**config.mk**
```make
export PLATFORM = sky130hd
export DESIGN_NAME = argmax_sequencer
export DESIGN_NICKNAME = d
export VERILOG_FILES = /design/src/rtl/argmax_sequencer.sv
export SDC_FILE = /design/constraint.sdc
export NUM_CORES = 1
export LEC_CHECK = 0
export BUFFER_PORTS_ARGS = -buffer_cell sky130_fd_sc_hd__buf_2
export CORE_MARGIN = 3
export CORE_UTILIZATION = 30
export DETAILED_ROUTE_END_ITERATION = 12
export GPL_TIMING_DRIVEN = 0
export PLACE_DENSITY_LB_ADDON = 0.08
export SLEW_MARGIN = 20
export SYNTH_ARGS = -nofsm -noshare
export SYNTH_HDL_FRONTEND = slang
export SYNTH_SLANG_ARGS = --single-unit
```
**constraint.sdc**
```tcl
create_clock -name clk -period 5.4 [get_ports clk]
set_input_delay 0.81 -clock clk [delete_from_list [all_inputs] [get_ports clk]]
set_output_delay 0.81 -clock clk [all_outputs]
set_load 0.05 [all_outputs]
```
**src/rtl/argmax_sequencer.sv**
```systemverilog
// Streaming argmax over one frame of NUM_CLASSES unsigned scores from the FC layer.
// Reports the index and value of the largest score; ties resolve to the later index.
module argmax_sequencer #(
    parameter int WORD_SIZE   = 16,
    parameter int IDX_SIZE    = 4,
    parameter int NUM_CLASSES = 10
) (
    input  logic                 clk,
    input  logic                 rst_n,
    input  logic                 start,
    input  logic                 in_valid,
    input  logic [WORD_SIZE-1:0] in_data,
    output logic                 in_ready,
    output logic                 out_valid,
    input  logic                 out_ready,
    output logic [IDX_SIZE-1:0]  out_class,
    output logic [WORD_SIZE-1:0] out_value,
    output logic                 busy
);

    typedef enum logic [1:0] {
        IDLE,
        COLLECT,
        RESULT
    } state_t;

    localparam logic [IDX_SIZE-1:0] LAST_IDX = IDX_SIZE'(NUM_CLASSES - 1);

    state_t               r_state;
    state_t               w_next;
    logic [IDX_SIZE-1:0]  r_cnt;
    logic [WORD_SIZE-1:0] r_max_val;
    logic [IDX_SIZE-1:0]  r_max_idx;
    logic [WORD_SIZE-1:0] r_out_value;
    logic [IDX_SIZE-1:0]  r_out_class;

    logic                 w_accept;
    logic                 w_last;
    logic                 w_take;
    logic [WORD_SIZE-1:0] w_new_val;
    logic [IDX_SIZE-1:0]  w_new_idx;

    assign w_accept  = (r_state == COLLECT) && in_valid;
    assign w_last    = w_accept && (r_cnt == LAST_IDX);
    // Replace on >= so equal scores move the winner to the later class.
    assign w_take    = (r_cnt == '0) || !(r_max_val > in_data);
    assign w_new_val = w_take ? in_data : r_max_val;
    assign w_new_idx = w_take ? r_cnt : r_max_idx;

    always_comb begin
        w_next    = r_state;
        in_ready  = 1'b0;
        out_valid = 1'b0;
        busy      = 1'b1;
        case (r_state)
            IDLE: begin
                busy = 1'b0;
                if (start) w_next = COLLECT;
            end
            COLLECT: begin
                in_ready = 1'b1;
                if (w_last) w_next = RESULT;
            end
            RESULT: begin
                out_valid = 1'b1;
                if (out_ready) w_next = IDLE;
            end
            default: w_next = IDLE;
        endcase
    end

    always_ff @(posedge clk) begin
        if (!rst_n) begin
            r_state     <= IDLE;
            r_cnt       <= '0;
            r_max_val   <= '0;
            r_max_idx   <= '0;
            r_out_value <= '0;
            r_out_class <= '0;
        end else begin
            r_state <= w_next;
            if (r_state == IDLE && start) begin
                r_cnt     <= '0;
                r_max_val <= '0;
                r_max_idx <= '0;
            end
            if (w_accept) begin
                r_max_val <= w_new_val;
                r_max_idx <= w_new_idx;
                // Counter parks on the last index so it never wraps.
                if (!w_last) r_cnt <= r_cnt + 1'b1;
            end
            // Result registers are loaded with the final max and held until the next frame ends.
            if (w_last) begin
                r_out_value <= w_new_val;
                r_out_class <= w_new_idx;
            end
        end
    end

    assign out_class = r_out_class;
    assign out_value = r_out_value;

endmodule

```
==> run metrics <==
non-filler cells, final 460; DRT iter0 DRCs 121; fin nets 397; vias in the first global route 2,351; skew final 7.28 ps; io pins 44; routability cong. 0.770; Sequential Power Share 53.1%; crit-path cells buf_2, inv_1, ha_1, nor2b_1, o211ai_1, a2111o_1, a31oi_4, buf_6, mux2i_1, a21oi_1; post-CTS setup buffer count 0; Overall Power 0.658 mW; Setup CP Type in2reg; Pins Over Slew Limit 0; Via density 5.23; placed instance count 452; Core ar. 7970 um2; Syn Nets 347; Placed Area 2890 um2; footprint of the multi-input gates 1420 um2; Initial Utilization 31.9%; pwr/cell area 221 nW/um2; Seq. cell area 921 um2; Die W 98.1 um; Synth cell types 32; synthesized area per cell 8.28 um2; die area 9620 um2; maximum VDD drop 0.0000953 V; status finished, final reports clean; Worst Max-Slew Pin Slew 656 ps; CP startpoint kind primary input; Power Internal 0.463 mW; TritonRoute pass-1 iters 4; Worst Path Arrival 2900 ps; HP Class reg2reg; Netlist Area Pre-Place 2540 um2; RSZ-0062 raised after global routing no; Tcrit/Tclk final 50.1%; H-tree Lvls 2; NetSw 0.195 mW; reg2reg path depth 8; final setup TNS 0 ps; final core occ 37.3%; max-cap violations 0; switch share 29.6%; Yosys Warn Count 0; CTS buffer count 5; clock insertion delay at the later pin of the skew report 310 ps; Longest Clk Path Bufs 2; sequential fraction of the synthesis area 36.2%; largest net degree at the start of global routing 16; CP endpoint kind flip-flop; post-DP HPWL 5470 um; Setup WS post-layout 2690 ps; hold_buf cts 0; final instance area 2980 um2; number of port buffers 43; final WL 7520 um; Die H 98.1 um; Filler cells 869; critical-path maximum fanout 10; WHS Path Cells 2; cts repair resizes 0; FMAX 0.369 GHz; grt ovf 0; Hold Vio Cnt, Final 0; # rows 32; area grow syn2layout 17.0%; share of layout cells above drive strength 1 17.6%; CP peak stage delay 440 ps; Req. time, crit path 5590 ps; #FFs+latches synth 46; Root Driver clkbuf_8; Commonest cells post-synth 46 x dfxtp_1, 32 x a21oi_1, 30 x nand2_1; post-route ant nets 0; Leak Pwr 1.18 nW; Async SR Flop Fraction 0%; average wire per standard cell 16.3 um; Post-synth EDFFs 0; Final setup violation count 0; power share of the clock group 34.0%; initial antenna violation count 0; dpl ws 2380 ps; drc violations 0; Combinational Power Share 13.0%; Diodes inserted 0; CTS tree done; Slowest-stage cell, CP a2111o_1; worst hold slack 497 ps; Mapped Cells 307; most frequent cell after synthesis dfxtp_1; global-route wire length before repair 12,300 um; Yosys top cell area share 36.2%; ys flop type dfxtp_1; CTS sink cnt 46; gr usage total 15.9%; Vias 2,406; CTS clk-pin slew, worst paths 100 ps; min cycle time layout 2710 ps; Relative slew margins 56.2%; area leader, netlist dfxtp_1; top cells by area, synth dfxtp_1 36%, ha_1 9.4%, mux2i_1 6.7%
worst max-delay path: cells and delay by family:
| kind | cells | cell delay [ps] |
|---|---|---|
| AOI/OAI and AO/OA | 4 | 980 |
| buffers and inverters | 3 | 360 |
| muxes | 1 | 340 |
| adders and majority gates | 1 | 280 |
| and+or+nand+nor | 1 | 130 |
power groups by stage:
| stage | sequential (mW) | combinational [mW] | clock, mW |
|---|---|---|---|
| 3_5_place_dp | 0.357 | 0.0850 | 0 |
| 4_1_cts | 0.349 | 0.0859 | 0.233 |
| 3_3_place_gp | 0.357 | 0.0854 | 0 |
| 2_1_floorplan | 0.356 | 0.0537 | 0 |
| 6_report | 0.349 | 0.0853 | 0.223 |
| 5_1_grt | 0.350 | 0.0954 | 0.245 |
cells by family after synthesis:
group	Yosys count	synth area share [%]
compound gates	81	18.5
fa+ha+maj	19	9.35
simple gates	100	21.3
buf+inv	44	7.92
flops	46	36.2
mux	17	6.69
metal layers:
metal | vias up | track usage [%] | routed length [um]
li1 | 1214 | - | -
met3 | 6 | 2.86 | 320
met1 | 1140 | 23.7 | 3890
met4 | 0 | 3.51 | 74
met5 | - | 0 | 0
met2 | 46 | 23.9 | 3230
final cells by class:
class                           count  area share, %
Timing Repair Buffer               43           7.23
Buffer                             23           4.12
Multi-Input combinational cell    217           47.7
Tap cell                          102           4.29
Sequential cell                    46           31.0
Inverter                           21           2.65
Clock inverter                      3          0.715
Clock buffer                        5           2.31
final timing paths:
kind / endpoint / startpoint / slack [ps]
setup / recovery: out_value[14]$_SDFFE_PN0P_ / in_data[1] / 2690
hold / removal: out_class[3]$_SDFFE_PN0P_ / r_max_idx[3]$_SDFFE_PN0P_ / 500
setup reg to reg: out_value[14]$_SDFFE_PN0P_ / r_max_val[1]$_SDFFE_PN0P_ / 2970
hold reg to reg: out_class[3]$_SDFFE_PN0P_ / r_max_idx[3]$_SDFFE_PN0P_ / 500
cell usage in the layout (no fill, tap or decap), types with 17 or more instances in the layout:
master / netlist / final
a21oi_1: 32 / 32
a31oi_1: 21 / 21
inv_1: 21 / 21
dfxtp_1: 46 / 46
ha_1: 19 / 19
mux2i_1: 17 / 17
nand4_1: 24 / 24
nand2_1: 30 / 30
buf_2: 2 / 45
o21ai_0: 23 / 23
flip-flops by register name, indices dropped and copies added (netlist names):
signal and cells:
out_class 4, r_max_val 16, out_value 16, r_max_idx 4, r_cnt 4, r_state 2
(Power assumes the default switching activity.)
